`src/rtl/matrix_pkg.sv`:
```
// Shared types and constants for the 5x7 LED matrix path.
// Used by the column decoders and by led_matrix_scanner.
package matrix_pkg;

    localparam int MATRIX_COLS = 5;
    localparam int MATRIX_ROWS = 7;
    localparam int FRAME_BITS  = MATRIX_COLS * MATRIX_ROWS;

    // One column bitmap; bit r drives row r.
    typedef logic [MATRIX_ROWS-1:0] column_t;

    // Packed so that bit 7*c+r of the flat frame is row r of column c.
    typedef column_t [MATRIX_COLS-1:0] frame_t;

    typedef logic [2:0] col_idx_t;

    localparam col_idx_t LAST_COL = col_idx_t'(MATRIX_COLS - 1);

    function automatic col_idx_t next_col(input col_idx_t idx);
        return (idx == LAST_COL) ? '0 : idx + col_idx_t'(1);
    endfunction

    function automatic logic [MATRIX_COLS-1:0] col_onehot(input col_idx_t idx);
        logic [MATRIX_COLS-1:0] oh;
        oh      = '0;
        oh[idx] = 1'b1;
        return oh;
    endfunction

endpackage

```
`src/rtl/scan_tick_generator.sv`:
```
// Column-slot prescaler: counts 0..DIVIDER-1 and pulses tick_o on the last count.
// Ports: clk_i, rst_ni, tick_o, count_o (current slot cycle), count_next_o.
module scan_tick_generator #(
    parameter int DIVIDER = 50000,
    parameter int CW      = (DIVIDER > 1) ? $clog2(DIVIDER) : 1
) (
    input  logic          clk_i,
    input  logic          rst_ni,
    output logic          tick_o,
    output logic [CW-1:0] count_o,
    output logic [CW-1:0] count_next_o
);

    localparam logic [CW-1:0] LAST = CW'(DIVIDER - 1);

    logic [CW-1:0] cnt_q;
    logic [CW-1:0] cnt_d;

    assign tick_o = (cnt_q == LAST);

    always_comb begin
        cnt_d = cnt_q + CW'(1);
        if (tick_o) begin
            cnt_d = '0;
        end
    end

    always_ff @(posedge clk_i or negedge rst_ni) begin
        if (!rst_ni) begin
            cnt_q <= '0;
        end else begin
            cnt_q <= cnt_d;
        end
    end

    assign count_o      = cnt_q;
    assign count_next_o = cnt_d;

endmodule

```
`src/rtl/led_matrix_scanner.sv`:
```
// 5x7 LED matrix multiplexer: one-entry shadow frame, commit at frame boundary,
// column-by-column scan. Ports: clock, reset_n, frame_data/valid/ready in,
// matrix_col/matrix_row/frame_start out. Macro MATRIX_BLANKING_EN blanks rows
// for the first BLANK_CYCLES cycles of every slot.
module led_matrix_scanner
    import matrix_pkg::*;
#(
    parameter int DIVIDER      = 50000,
    parameter int BLANK_CYCLES = 4
) (
    input  logic                   clock,
    input  logic                   reset_n,
    input  logic [FRAME_BITS-1:0]  frame_data,
    input  logic                   frame_valid,
    output logic                   frame_ready,
    output logic [MATRIX_COLS-1:0] matrix_col,
    output logic [MATRIX_ROWS-1:0] matrix_row,
    output logic                   frame_start
);

    localparam int CW = (DIVIDER > 1) ? $clog2(DIVIDER) : 1;

    logic          tick;
    logic [CW-1:0] slot_cnt;
    logic [CW-1:0] slot_cnt_d;

    scan_tick_generator #(
        .DIVIDER (DIVIDER),
        .CW      (CW)
    ) u_tick (
        .clk_i        (clock),
        .rst_ni       (reset_n),
        .tick_o       (tick),
        .count_o      (slot_cnt),
        .count_next_o (slot_cnt_d)
    );

    col_idx_t idx_q;
    col_idx_t idx_d;
    frame_t   disp_q;
    frame_t   disp_d;
    frame_t   shadow_q;
    frame_t   frame_in;
    logic     pending_q;

    logic [MATRIX_COLS-1:0] col_q;
    column_t                row_q;
    column_t                row_d;
    logic                   start_q;

    logic boundary;
    logic accept;
    logic commit;

    assign frame_in = frame_data;
    assign boundary = tick && (idx_q == LAST_COL);
    assign accept   = frame_valid && !pending_q;
    assign commit   = boundary && pending_q;

    // Row and column are computed from next-state values so that both
    // registers change on the same edge as the index and display buffer.
    always_comb begin
        idx_d  = tick ? next_col(idx_q) : idx_q;
        disp_d = commit ? shadow_q : disp_q;
        row_d  = disp_d[idx_d];
`ifdef MATRIX_BLANKING_EN
        if (int'(slot_cnt_d) < BLANK_CYCLES) begin
            row_d = '0;
        end
`endif
    end

`ifndef MATRIX_BLANKING_EN
    logic unused_slot;
    assign unused_slot = ^{slot_cnt_d, slot_cnt, BLANK_CYCLES[0]};
`else
    logic unused_slot;
    assign unused_slot = ^slot_cnt;
`endif

    always_ff @(posedge clock or negedge reset_n) begin
        if (!reset_n) begin
            idx_q     <= '0;
            disp_q    <= '0;
            shadow_q  <= '0;
            pending_q <= 1'b0;
            col_q     <= col_onehot('0);
            row_q     <= '0;
            start_q   <= 1'b0;
        end else begin
            idx_q   <= idx_d;
            disp_q  <= disp_d;
            col_q   <= col_onehot(idx_d);
            row_q   <= row_d;
            start_q <= boundary;
            if (accept) begin
                shadow_q <= frame_in;
            end
            // accept and commit never coincide: commit needs pending=1.
            if (commit) begin
                pending_q <= 1'b0;
            end else if (accept) begin
                pending_q <= 1'b1;
            end
        end
    end

    assign frame_ready = !pending_q;
    assign matrix_col  = col_q;
    assign matrix_row  = row_q;
    assign frame_start = start_q;

endmodule
```
`config.mk`:
```
export PLATFORM = sky130hd
export DESIGN_NAME = led_matrix_scanner
export DESIGN_NICKNAME = d
export VERILOG_FILES = /design/src/rtl/matrix_pkg.sv /design/src/rtl/scan_tick_generator.sv /design/src/rtl/led_matrix_scanner.sv
export SDC_FILE = /design/constraint.sdc
export NUM_CORES = 1
export LEC_CHECK = 0
export BUFFER_PORTS_ARGS = -buffer_cell sky130_fd_sc_hd__buf_2
export CORE_MARGIN = 3
export CORE_UTILIZATION = 43
export CTS_CLUSTER_SIZE = 8
export DETAILED_ROUTE_END_ITERATION = 7
export HOLD_SLACK_MARGIN = 0.06
export PLACE_DENSITY = 0.59
export SYNTH_ARGS = -nofsm -noshare
export SYNTH_HDL_FRONTEND = slang
export SYNTH_SLANG_ARGS = --single-unit
```
`constraint.sdc`:
```
create_clock -name clock -period 4.2 [get_ports clock]
set_clock_uncertainty 0.2 [all_clocks]
set_input_delay 0.84 -clock clock [delete_from_list [all_inputs] [get_ports clock]]
set_output_delay 0.84 -clock clock [all_outputs]
set_load 0.05 [all_outputs]
```
-- After elaboration in Yosys (flattened, before gate mapping)
Index checks and enable logic that the tools add are counted.
- register bits after elaboration: 103
- input port bits: 38
- output and inout bits: 14
- word-level logic and storage cells: 38
- add/sub/neg operators: 2
- $lt $le $gt $ge: 2
- equality and inequality tests: 2
- mux-type cells: 10
- reductions and logical operators: 6
- operators with widths (operator ; count):
    $mux 35 ; 1
    $bmux 7 s3 ; 1
    $add 16x1->16 const B ; 1
    $eq 16x16->1 const B ; 1
    $mux 16 ; 1
    $mux 7 ; 1
    $mux 3 ; 2
    $logic_and 1x1->1 ; 4
    $lt 3x4->1 const B ; 1
    $add 3x1->3 const B ; 1
    $demux 1 s3 ; 1
    $eq 3x3->1 const B ; 1
    $ge 3x1->1 const B ; 1
    $mux 1 ; 3
    $reduce_bool 2->1 ; 1
    $logic_not 1->1 ; 1

-- Depth between registers and ports, before layout
- depth after elaboration: 7
- gate-level depth with buffers: 10
- depth with buffers taken out: 8

-- Modules after synthesis
From an unflattened synthesis, not the netlist that was laid out.
- cell total of the unflattened synthesis: 310
- area, all modules: 4276.6 sq um
- by module, submodules not included (module ; times used ; cells an instance ; area an instance (sq um) ; seq. area each (sq um)):
    led_matrix_scanner ; 1 ; 243 ; 3514.6 ; 2178.3
    scan_tick_generator ; 1 ; 67 ; 762.0 ; 400.4

-- Least setup slack after synthesis
OpenSTA, ideal clock, no wires.
- path type: register -> register
- from: register u_tick.cnt_q[10] (netlist: u_tick.count_o[10])
- to: register row_q[0] (netlist: matrix_row[0])
- library setup time: 0.129 ns
- arrival: 2.834 ns
- data required time: 3.871 ns
- path slack: 1.038 ns
- cell stages (with the launch flop): 9
- buffers on the path: 2
- clock period less this slack: 3.162 ns
- cells stage by stage: dfrtp_1 or4b_4 or4_4 nand2b_4 buf_6 buf_6 mux2_4 mux2_2 a2111o_1
- RTL lines (what ; RTL line ; source):
    start: declaration ; scan_tick_generator.sv:16 ; logic [CW-1:0] cnt_q;
    start signal: assignment ; scan_tick_generator.sv:32 ; cnt_q <= cnt_d;
    end signal: assignment ; led_matrix_scanner.sv:94 ; row_q <= row_d;
    end: declaration ; led_matrix_scanner.sv:47 ; column_t row_q;

==> summary.md <==
| Metric | Value |
|---|---|
| Post-Place Setup Slack | `0.885 ns` |
| Core Util, Final | `51.5%` |
| Avg Synthesized Cell Area | `12.2 µm²` |
| CP startpoint | `u_tick.count_o[10]$_DFF_PN0_` |
| Yosys cell types | `34` |
| # hold bufs at CTS | `0` |
| Placed Cells | `523` |
| Worst min path class | `register to register` |
| Kind of critical path | `register to register` |
| Actual slew at the worst max-slew pin | `1.02 ns` |
| Async SR Flop Fraction | `100%` |
| Critical Path Source Type | `register` |
| Post-synth top area share | `59.6%` |
| Fin. Hold Viols | `0` |
| Mapped Nets | `391` |
| DRC | `0` |
| HP Start | `disp_q[25]$_DFF_PN0_` |
| Static Leak | `2.51 nW` |
| Worst path top cell family by delay | `simple AND/OR/NAND/NOR gates` |
| # fillers | `861` |
| Clock sinks | `103` |
| Worst-path cell chain | `or4b_4, or4_4, nand2b_4, mux2_4, mux2_2, a2111o_1` |
| # resized after CTS | `0` |
| Area leader, netlist | `dfrtp_1` |
| PnR Total Power | `1.72 mW` |
| Core ar. | `0.00946 mm²` |
| Largest net degree at the start of global routing | `66` |
| Synthesized instance count | `350` |
| First-pass GRT wire length | `14500 µm` |
| # setup viols final | `0` |
| Die extent in x | `106 µm` |
| Crit path max fanout | `35` |
| Area growth syn-to-layout | `13.8%` |
| Max incr delay on CP | `0.57 ns` |
| IO Port Bufs | `51` |
| TritonCTS Buffers | `9` |
| Rows | `35` |
| DRT antenna net count | `0` |
| Clock slew at reported path FFs | `0.10 ns` |
| Multi-input logic area | `0.00162 mm²` |
| Vias | `2704` |
| Vias in the first global route | `2895` |
| Vias per cell | `5.02` |
| DRT Wirelength | `8500 µm` |
| Register area | `0.00258 mm²` |
| Top post-synthesis cells by area | `dfrtp_1, mux2_2, nand2_1` |
| Post-synth EDFFs | `0` |
| Most frequent cells after synthesis | `dfrtp_1, nand2_1, mux2_2` |
| Number of max-cap violations | `0` |
| Unrepaired setup endpoints after global routing | `no` |
| Most frequent cell after synthesis | `dfrtp_1` |
| DR pass1 iterations | `4` |
| Run status | `complete, no violations` |
| Post-CTS Setup Inserts | `0` |
| Slew Viols, Final | `0` |
| Syn Std Cell Area | `0.00428 mm²` |
| Die area | `0.0112 mm²` |
| Nets@finish | `446` |
| CP endpoint kind | `register` |
| Remaining global-route overflow | `0` |
| Starting density of the core | `45.3%` |
| TNS Setup | `0 ns` |
| TritonCTS clock tree | `built` |
| Worst EP required | `4.25 ns` |
| Post-synth top flop | `dfrtp_1` |
| Max Clock Freq | `0.301 GHz` |
| Final Non-Filler Cells | `539` |
| Initial antenna violation count | `0` |
| Worst reg2reg path startpoint | `u_tick.count_o[10]$_DFF_PN0_` |
| CTS root buffer | `clkbuf_8` |
| WP buf/inv | `0` |
| Share of cells above drive strength 1 | `32.9%` |
| Later-pin clock latency in the skew report | `0.37 ns` |
| Synth warn | `0` |
| Detailed placement HPWL | `5800 µm` |
| Routability-driven placement congestion ratio | `0.775` |
| VDD IR max | `0.217 mV` |
| Seq/Total Area, Yosys | `60.2%` |
| H-tree levels | `3` |
| Seq cells post-synth | `103` |
| Deepest clock path buffer count | `2` |
| Ports | `52` |
| Tot GR Track Use | `16.7%` |
| Period utilisation layout | `79.2%` |
| Die Span Y | `106 µm` |
| Worst EP arrival | `3.37 ns` |
| N_diodes | `0` |
| Post-route minimum period | `3.32 ns` |
| Relative slew slack | `31.8%` |
| Final worst slack | `0.876 ns` |
| Cell Pwr Density | `353 mW/mm²` |
| WL per Instance | `15.8 µm` |
| DR iter-0 viols | `51` |
| Critical-path top delay cell | `or4b_4` |
[worst reg2reg max path, cell delays in order, from the launching register on]
cell	delay, ns
dfrtp_1	0.41
or4b_4	0.57
or4_4	0.56
nand2b_4	0.38
mux2_4	0.41
mux2_2	0.26
a2111o_1	0.41
[area by class of cell]
class                   instances  area share (%)
repair buffers                 55            5.91
inverters                       9           0.694
clock buffers                   9            2.54
well taps                     129            3.31
flip-flops and latches        103            52.9
multi-input cells             227            33.2
clock inverters                 7            1.36
[registers in the layout, summed over array words and instances, names as in the netlist]
register        cells
u_tick.count_o     16
idx_q               3
shadow_q           35
disp_q             35
frame_start         1
pending_q           1
matrix_row          7
matrix_col          5
[power breakdown]
part,switching [mW],internal (mW)
combinational,0.0318,0.0421
clock,0.360,0.228
sequential,0.0256,1.03
[kinds of logic (layout without fill, tap and decap cells)]
group | after synthesis | in the layout | share of synthesized area, %
adders and majority gates | 3 | 3 | 0.877
xor gates and xnor gates | 14 | 14 | 2.86
and+or+nand+nor | 118 | 118 | 12.8
muxes | 59 | 59 | 16.0
AOI/OAI and AO/OA | 33 | 33 | 5.09
DFF | 103 | 103 | 60.2
buffers and inverters | 20 | 80 | 2.10
[layout by cell type (no fill, tap or decap), drive strengths merged, types with 7 or more instances in the layout]
cell type and instances:
mux2 56, xor2 8, dfrtp 102, a21oi 22
inv 11, a2111o 7, buf 55, clkbuf 9
nor2 15, nand2 72
[metrics by stage]
stage	hold slack (ns)	area, µm²
5_1_grt	0.305	4870
3_3_place_gp	0.243	4680
6_report	0.269	4870
3_5_place_dp	0.250	4680
2_1_floorplan	0.233	4280
4_1_cts	0.273	4870
[routing by layer]
metal | part of all wire, % | vias up | GRT usage, %
met4 | 2.0 | 0 | 6.29
met1 | 49 | 1329 | 23.3
met2 | 45 | 50 | 24.8
li1 | - | 1310 | -
met3 | 4.3 | 15 | 4.90
met5 | 0 | - | 0
[path summary, 6_finish.rpt]
path	endpoint	depth (start not counted)	slack, ns
worst min register to register	disp_q[25]$_DFF_PN0_	2	0.27
worst max-delay path	matrix_row[0]$_DFF_PN0_	6	0.88
worst min-delay path	disp_q[25]$_DFF_PN0_	2	0.27
max in group asynchronous	u_tick.count_o[11]$_DFF_PN0_	2	2.67
min in group asynchronous	pending_q$_DFFE_PN0P_	1	0.33
worst max register to register	matrix_row[0]$_DFF_PN0_	6	0.88
No activity file was read; power rests on OpenSTA's default activity.
